$ cat config.mk
export PLATFORM = sky130hd
export DESIGN_NAME = trace_buffer
export DESIGN_NICKNAME = d
export VERILOG_FILES = /design/src/rtl/trace_buffer.sv
export SDC_FILE = /design/constraint.sdc
export NUM_CORES = 1
export LEC_CHECK = 0
export BUFFER_PORTS_ARGS = -buffer_cell sky130_fd_sc_hd__buf_2
export CAP_MARGIN = 20
export CORE_AREA = 2 2 144 251
export CTS_BUF_LIST = sky130_fd_sc_hd__clkbuf_4 sky130_fd_sc_hd__clkbuf_8 sky130_fd_sc_hd__clkbuf_16
export DETAILED_ROUTE_END_ITERATION = 7
export DIE_AREA = 0 0 146 253
export MAX_ROUTING_LAYER = met4
export PLACE_DENSITY = 0.71
export SYNTH_ARGS = -nofsm -noshare
export SYNTH_HDL_FRONTEND = slang
export SYNTH_SLANG_ARGS = --single-unit
export TNS_END_PERCENT = 50
$ cat constraint.sdc
create_clock -name clk -period 6.4 [get_ports clk]
set_input_delay 0.64 -clock clk [delete_from_list [all_inputs] [get_ports clk]]
set_output_delay 0.64 -clock clk [all_outputs]
set_load 0.01 [all_outputs]
$ cat src/rtl/trace_buffer.sv
// Instruction trace capture: circular buffer with PC/forced trigger and post-trigger window.
// Define TRACE_TIMESTAMP_EN to store a free-running cycle stamp with each entry.
module trace_buffer #(
   parameter int DEPTH     = 16,
   parameter int PC_W      = 16,
   parameter int IR_W      = 8,
   parameter int CYC_W     = 32,
   parameter int POST_TRIG = 8
) (
   input  logic                     clk,
   input  logic                     rst,
   input  logic                     fetch,
   input  logic [PC_W-1:0]          pc,
   input  logic [IR_W-1:0]          ir,
   input  logic [3:0]               flags,
   input  logic                     arm,
   input  logic [PC_W-1:0]          trig_pc,
   input  logic                     force_trig,
   output logic                     busy,
   output logic                     triggered,
   output logic                     done,
   output logic [$clog2(DEPTH):0]   count,
   output logic                     wrapped,
   output logic                     rd_valid,
   input  logic                     rd_ready,
   output logic [CYC_W-1:0]         rd_cycle,
   output logic [PC_W-1:0]          rd_pc,
   output logic [IR_W-1:0]          rd_ir,
   output logic [3:0]               rd_flags
);

   localparam int AW = $clog2(DEPTH);

   localparam logic [1:0] IDLE = 2'd0;
   localparam logic [1:0] PRE  = 2'd1;
   localparam logic [1:0] POST = 2'd2;
   localparam logic [1:0] READ = 2'd3;

   localparam logic [AW:0]   FULL = (AW+1)'(DEPTH);
   localparam logic [AW:0]   ONE  = (AW+1)'(1);
   localparam logic [AW:0]   PT   = (AW+1)'(POST_TRIG);
   localparam logic [AW-1:0] PONE = AW'(1);

   logic [1:0]      state;
   logic [AW-1:0]   wr_ptr;
   logic [AW-1:0]   rd_ptr;
   logic [AW:0]     post_left;
   logic            wr_en;
   logic            hit;

   logic [PC_W-1:0] mem_pc [DEPTH];
   logic [IR_W-1:0] mem_ir [DEPTH];
   logic [3:0]      mem_fl [DEPTH];

   assign hit      = (state == PRE) &&
                     (force_trig || (fetch && pc == trig_pc));
   assign wr_en    = fetch && (state == PRE || state == POST);
   // Oldest entry sits count slots behind the write pointer.
   assign rd_ptr   = wr_ptr - count[AW-1:0];
   assign busy     = (state == PRE) || (state == POST);
   assign done     = (state == READ);
   assign rd_valid = done && (count != '0);

   always_ff @(posedge clk or negedge rst) begin
      if (!rst) begin
         state     <= IDLE;
         wr_ptr    <= '0;
         count     <= '0;
         post_left <= '0;
         wrapped   <= 1'b0;
         triggered <= 1'b0;
      end else begin
         unique case (state)
            IDLE: if (arm) begin
               state     <= PRE;
               count     <= '0;
               wr_ptr    <= '0;
               wrapped   <= 1'b0;
               triggered <= 1'b0;
            end
            PRE: if (hit) begin
               triggered <= 1'b1;
               post_left <= PT;
               state     <= (POST_TRIG == 0) ? READ : POST;
            end
            POST: if (fetch) begin
               post_left <= post_left - ONE;
               if (post_left == ONE) state <= READ;
            end
            READ: begin
               if (count == '0) begin
                  state <= IDLE;
               end else if (rd_ready) begin
                  count <= count - ONE;
                  if (count == ONE) state <= IDLE;
               end
            end
            default: state <= IDLE;
         endcase
         if (wr_en) begin
            wr_ptr <= wr_ptr + PONE;
            if (count == FULL) wrapped <= 1'b1;
            else               count   <= count + ONE;
         end
      end
   end

   always_ff @(posedge clk) begin
      if (wr_en) begin
         mem_pc[wr_ptr] <= pc;
         mem_ir[wr_ptr] <= ir;
         mem_fl[wr_ptr] <= flags;
      end
   end

   assign rd_pc    = rd_valid ? mem_pc[rd_ptr] : '0;
   assign rd_ir    = rd_valid ? mem_ir[rd_ptr] : '0;
   assign rd_flags = rd_valid ? mem_fl[rd_ptr] : '0;

`ifdef TRACE_TIMESTAMP_EN
   logic [CYC_W-1:0] cyc;
   logic [CYC_W-1:0] mem_cyc [DEPTH];

   always_ff @(posedge clk or negedge rst) begin
      if (!rst) cyc <= '0;
      else      cyc <= cyc + CYC_W'(1);
   end

   always_ff @(posedge clk) begin
      if (wr_en) mem_cyc[wr_ptr] <= cyc;
   end

   assign rd_cycle = rd_valid ? mem_cyc[rd_ptr] : '0;
`else
   assign rd_cycle = '0;
`endif

endmodule

### Word-level counts from Yosys, hierarchy flattened

Memories as Yosys holds them, arrays and structs flattened.
Cells that the tools add are included.

* reductions and logical operators: 17
* multiplexer cells: 32
* equal/unequal tests: 13
* add/subtract/negate cells: 5

Operators by type and width (count)
* 5-bit 2-to-1 mux: 7
* 5-bit one-hot mux with 2 select lines: 2
* 16-bit equality test: 1
* 16-bit 2-to-1 mux: 1
* 4-bit 2-to-1 mux: 4
* 2-bit 2-to-1 mux: 7
* 5-bit by 1-bit equality test with 1-bit output (second input constant): 2
* 5-bit by 1-bit subtractor with 5-bit output (second input constant): 2
* 1-bit 2-to-1 mux: 8
* 8-bit 2-to-1 mux: 1
* 2-bit one-hot mux with 4 select lines: 1
* 2-bit nonzero test: 4
* 2-bit inequality test (second input constant): 3
* 3-bit by 1-bit inequality test with 1-bit output (second input constant): 2
* 3-bit AND reduction: 2
* 6-bit AND reduction: 1
* 5-bit by 1-bit adder with 5-bit output (second input constant): 1
* 5-bit equality test (second input constant): 1
* 5-bit zero test: 1
* 5-bit nonzero test: 1
* 4-bit by 1-bit adder with 4-bit output (second input constant): 1
* 2-bit equality test (second input constant): 2
* 1-bit logical AND: 4
* 4-bit subtractor: 1
* 6 further kinds: 7

* memories kept: 3
* bits in registers: 18
* output and inout port bits: 70
* logic and storage cells: 76
* input port bits: 50
* bits in writable memories: 448

Memory list
* mem_pc: depth 16, width 16, rd ports 1, clocked after memory_dff 0, wr ports 1, line 51 `logic [PC_W-1:0] mem_pc [DEPTH];`
* mem_ir: depth 16, width 8, rd ports 1, clocked after memory_dff 0, wr ports 1, line 52 `logic [IR_W-1:0] mem_ir [DEPTH];`
* mem_fl: depth 16, width 4, rd ports 1, clocked after memory_dff 0, wr ports 1, line 53 `logic [3:0] mem_fl [DEPTH];`

### Logic depth before layout (Yosys ltp)

* depth after elaboration: 6
* depth in mapped cells: 10
* mapped depth without buffers: 9

### Worst setup path before layout

No wires, ideal clock.

* path type: register -> output
* start point: register count[0]
* end point: output port rd_flags[2]
* required time: 5.760 ns
* arrival: 2.450 ns
* path buffers: 2
* stages on the path, launching flop included: 10
* slack: 3.310 ns
* cell sequence: dfrtp_1 ha_1 inv_1 fa_1 buf_2 buf_1 mux4_2 nand2_1 nand3_1 and3_1

* longest elaborated chain between the ends: 3
* elaborated cells between the ends (all ways): 5
* classes of those cells: add/sub (1); mux (1); reduce/logical (2); memory (1)

Ends and longest elaborated chain
* from (decl): line 22 `output logic [$clog2(DEPTH):0] count,`
* from (signal assigned): line 94 `count <= count - ONE;`
* from (signal assigned): line 103 `else count <= count + ONE;`
* 4-bit subtractor / 5-bit nonzero test (equally long branches): line 59, 62
* memory 16 x 4 bit / 1-bit logical AND (equally long branches)
* 4-bit 2-to-1 mux *: line 118 `assign rd_flags = rd_valid ? mem_fl[rd_ptr] : '0;`
* to (decl): line 29 `output logic [3:0] rd_flags`

Mark *: on every way between the ends. The rest lies on a longest branch, timed or not.

### Final worst setup path

* start point: register wr_ptr[0]
* end point: output port rd_ir[1]

* longest elaborated chain between the ends: 3

Ends and longest elaborated chain
* from (decl): line 45 `logic [AW-1:0] wr_ptr;`
* from (signal assigned): line 101 `wr_ptr <= wr_ptr + PONE;`
* 4-bit subtractor: line 59 `assign rd_ptr = wr_ptr - count[AW-1:0];`
* memory 16 x 8 bit
* 8-bit 2-to-1 mux: line 117 `assign rd_ir = rd_valid ? mem_ir[rd_ptr] : '0;`
* to (decl): line 28 `output logic [IR_W-1:0] rd_ir,`

Every way passes these cells.

==> flow_metrics.tcl <==
set metrics [dict create \
    ioPinCount 120 \
    min_path_type "in -> async" \
    vias 9643 \
    min_period_over_period_pct 76.7 \
    clock.fmax_mhz 204 \
    cp_slowest_cell "fa_4" \
    crit_chain "inv_1, ha_4, inv_1, fa_4, buf_4, mux4_2, nand2_1, nand3_1, and3_1, buf_2" \
    r2r_cells 5 \
    setup_viol 0 \
    irDropWorstVdd_mv 0.450 \
    antenna_found_initial 2 \
    gp_congestion 0.747 \
    yosys_most_used_dff "edfxtp_1" \
    cts_tree "yes" \
    ctsHtreeMaxLevel 2 \
    cts_resized 0 \
    start_kind "flip-flop" \
    reg2reg_from "state[0]$_DFFE_PN0P_" \
    cts.path.max_buffers 3 \
    path_clk_slew_ns 0.06 \
    period_needed_ns 4.91 \
    hpwl_um 22000 \
    syn_inst 1025 \
    cp_top_family "adder cells" \
    fin_setup_tns_ns 0 \
    hold_violations 0 \
    ys_async_sr_fraction_pct 3.86 \
    power.leakage_uw 0.00727 \
    nets 1182 \
    timing.slew.headroom_pct 24.1 \
    swShare_pct 36.1 \
    grt.overflow.total 0 \
    skew_ns 0.0143 \
    synth.distinct_cells 48 \
    rsz0062_at_grt "false" \
    fp.dieArea_mm2 0.0369 \
    clock-sinks 466 \
    postCtsSetupBuffers 0 \
    combinationalPowerShare_pct 44.1 \
    routed_wl_um 41300 \
    synth_edf_count 448 \
    critPathArrivalTime_ns 4.27 \
    p_seq_share_pct 33.4 \
    ys_ff_latch 466 \
    grt_pass1_wl_um 61300 \
    grt_pass1_vias 9673 \
    max_cap_viol_count 0 \
    start_util_pct 54.1 \
    final_cells 1610 \
    critPathKind "reg -> out" \
    n_fill_cell 2602 \
    status "complete, no violations" \
    reg2reg_to "mem_ir[3][3]$_DFFE_PP_" \
    synth.yosys.warnings 0 \
    drcViolationCount 0 \
    ys_seq_area_share_pct 73.3 \
    root_buffer "clkbuf_16" \
    grt_use_total_pct 23.3 \
    crit_path_end_kind "output pin" \
    core_area_mm2 0.0351 \
    cp_num_buf_inv 4 \
    cp_common_cell "inv_1" \
    drtPass1Iterations 5 \
    p_int_uw 6980 \
    first_iter_violations 949 \
    tightest_slew_ns 1.14 \
    viasPerCell 5.99 \
    ff2ff_setup_slack_ns 3.31 \
    clock_latency_ns 0.55 \
    p_per_area_mw_per_mm2 516 \
    power_frac_clock_pct 22.4 \
    antenna_left 0 \
    die_w_um 146 \
    critPathMaxFanout 57 \
    io_buffers 87 \
    routedWlPerCell_um 25.6 \
    slew_violations 0 \
    rows 91 \
    dp.cells 1537 \
    dieHeight_um 253 \
    numCtsBuffers 40 \
    syn_to_final_growth_pct 11.3 \
    grt_max_degree 58 \
    syn_area_mm2 0.0190 \
    syn_area_per_cell_um2 18.5 \
    switchingPower_uw 3940 \
    drive_above_1_share_pct 26.6 \
    ctsHoldBuffers 0 \
    required_ns 5.76 \
    slowest_delay_ns 1.38 \
]
==> flip-flops by register name, summed over array words and instances (netlist names) <==
| name | flops |
|---|---|
| mem_fl | 64 |
| mem_pc | 256 |
| post_left | 5 |
| wr_ptr | 4 |
| mem_ir | 128 |
| state | 2 |
| wrapped | 1 |
| count | 5 |
| triggered | 1 |
==> power groups by stage <==
stage / clock network [uW] / registers, uW / logic, uW
floorplan: 0 / 3690 / 3500
global placement: 0 / 3710 / 4850
detailed placement: 0 / 3720 / 4890
CTS: 2480 / 3650 / 4910
global route: 2580 / 3670 / 5240
finish: 2450 / 3650 / 4820
==> logic make-up (layout without fill, tap and decap cells) <==
| kind of cell | count (synthesis) | after routing | share of synthesized area (%) |
|---|---|---|---|
| xor+xnor | 22 | 22 | 1.13 |
| flops | 466 | 466 | 73.3 |
| buf+inv | 92 | 180 | 2.74 |
| other cells | 1 | 33 | 0.0198 |
| mux | 113 | 113 | 13.3 |
| fa+ha+maj | 18 | 18 | 1.23 |
| simple gates | 275 | 275 | 6.83 |
| compound gates | 38 | 38 | 1.44 |
==> how the worst max path moves through the flow <==
stage	from	endpoint	slack, ns	cells after the start
floorplan	count[0]$_DFF_PN0_	rd_flags[2]	3.31	9
global placement	count[0]$_DFF_PN0_	rd_flags[2]	2.03	9
detailed placement	wr_ptr[0]$_DFFE_PN0P_	rd_flags[2]	2.03	10
CTS	wr_ptr[0]$_DFFE_PN0P_	rd_flags[2]	1.44	10
global route	count[0]$_DFF_PN0_	rd_flags[2]	1.31	9
finish	wr_ptr[0]$_DFFE_PN0P_	rd_ir[1]	1.49	10
==> cell usage in the layout (no fill, tap or decap), drive strengths merged, types with 18 or more instances in the layout <==
cell type / n
edfxtp: 448
and3: 35
dfrtp: 18
mux4: 112
clkbuf: 48
conb: 32
nand2: 135
nand3: 63
xor2: 19
buf: 95
==> layout make-up <==
cell class / instances / area, um2 / area share (%)
flip-flops and latches: 466 / 13900 / 65.8
multi-input cells: 498 / 4760 / 22.5
clock buffers: 48 / 1080 / 5.10
well taps: 465 / 582 / 2.75
repair buffers: 95 / 508 / 2.40
clock inverters: 24 / 245 / 1.16
inverters: 13 / 51.3 / 0.243
diodes: 1 / 2.50 / 0.0118
==> per-stage QoR <==
stage | instance area [um2] | hold WS, ns | utilization [%] | power [uW] | setup slack [ns]
after floorplan | 19100 | 0.344 | - | 7180 | 3.31
after global placement | 19800 | 0.471 | 56.5 | 8550 | 2.03
after detailed placement | 19800 | 0.485 | 56.5 | 8610 | 2.03
after CTS | 21100 | 0.0409 | 60.2 | 11000 | 1.44
after global routing | 21100 | 0.0655 | 60.3 | 11500 | 1.31
final | 21100 | 0.0382 | 60.3 | 10900 | 1.49
==> cells in the mapped netlist, drive strengths merged (2+ instances only) <==
master  number  area share (%)
nand3       63             1.7
nor4         3           0.099
buf         59             2.1
mux4       112              13
nor2b        5            0.16
a22o         2           0.092
a31oi        5            0.16
nand4        2           0.066
edfxtp     448              71
a32o         2            0.11
inv         13            0.27
clkbuf      20            0.40
xor2        19            0.96
a21oi        9            0.26
and2        14            0.47
and3        35             1.2
nor3         5            0.13
nor2         8            0.16
a21o         2           0.079
xnor2        3            0.18
ha          17             1.1
o21ai       11            0.33
nand2b       3           0.099
dfrtp       18             2.4
nand2      135             2.7
==> worst register-to-register path, cell delays in order (launching register included) <==
cell and delay (ns):
dfrtp_1 0.41, inv_1 0.08, ha_1 0.55, nand2_1 0.30, nor3_1 0.37, and2_2 0.98
==> layer usage <==
layer	vias to the layer above	share of wire (%)	global-route usage, %	wire (um)
met3	78	5.4	3.05	2220
met4	0	2.5	6.69	1020
met2	341	54	40.8	22100
met1	5072	39	28.9	15900
met5	-	0	-	0
li1	4152	-	-	-
(Power assumes the default switching activity.)
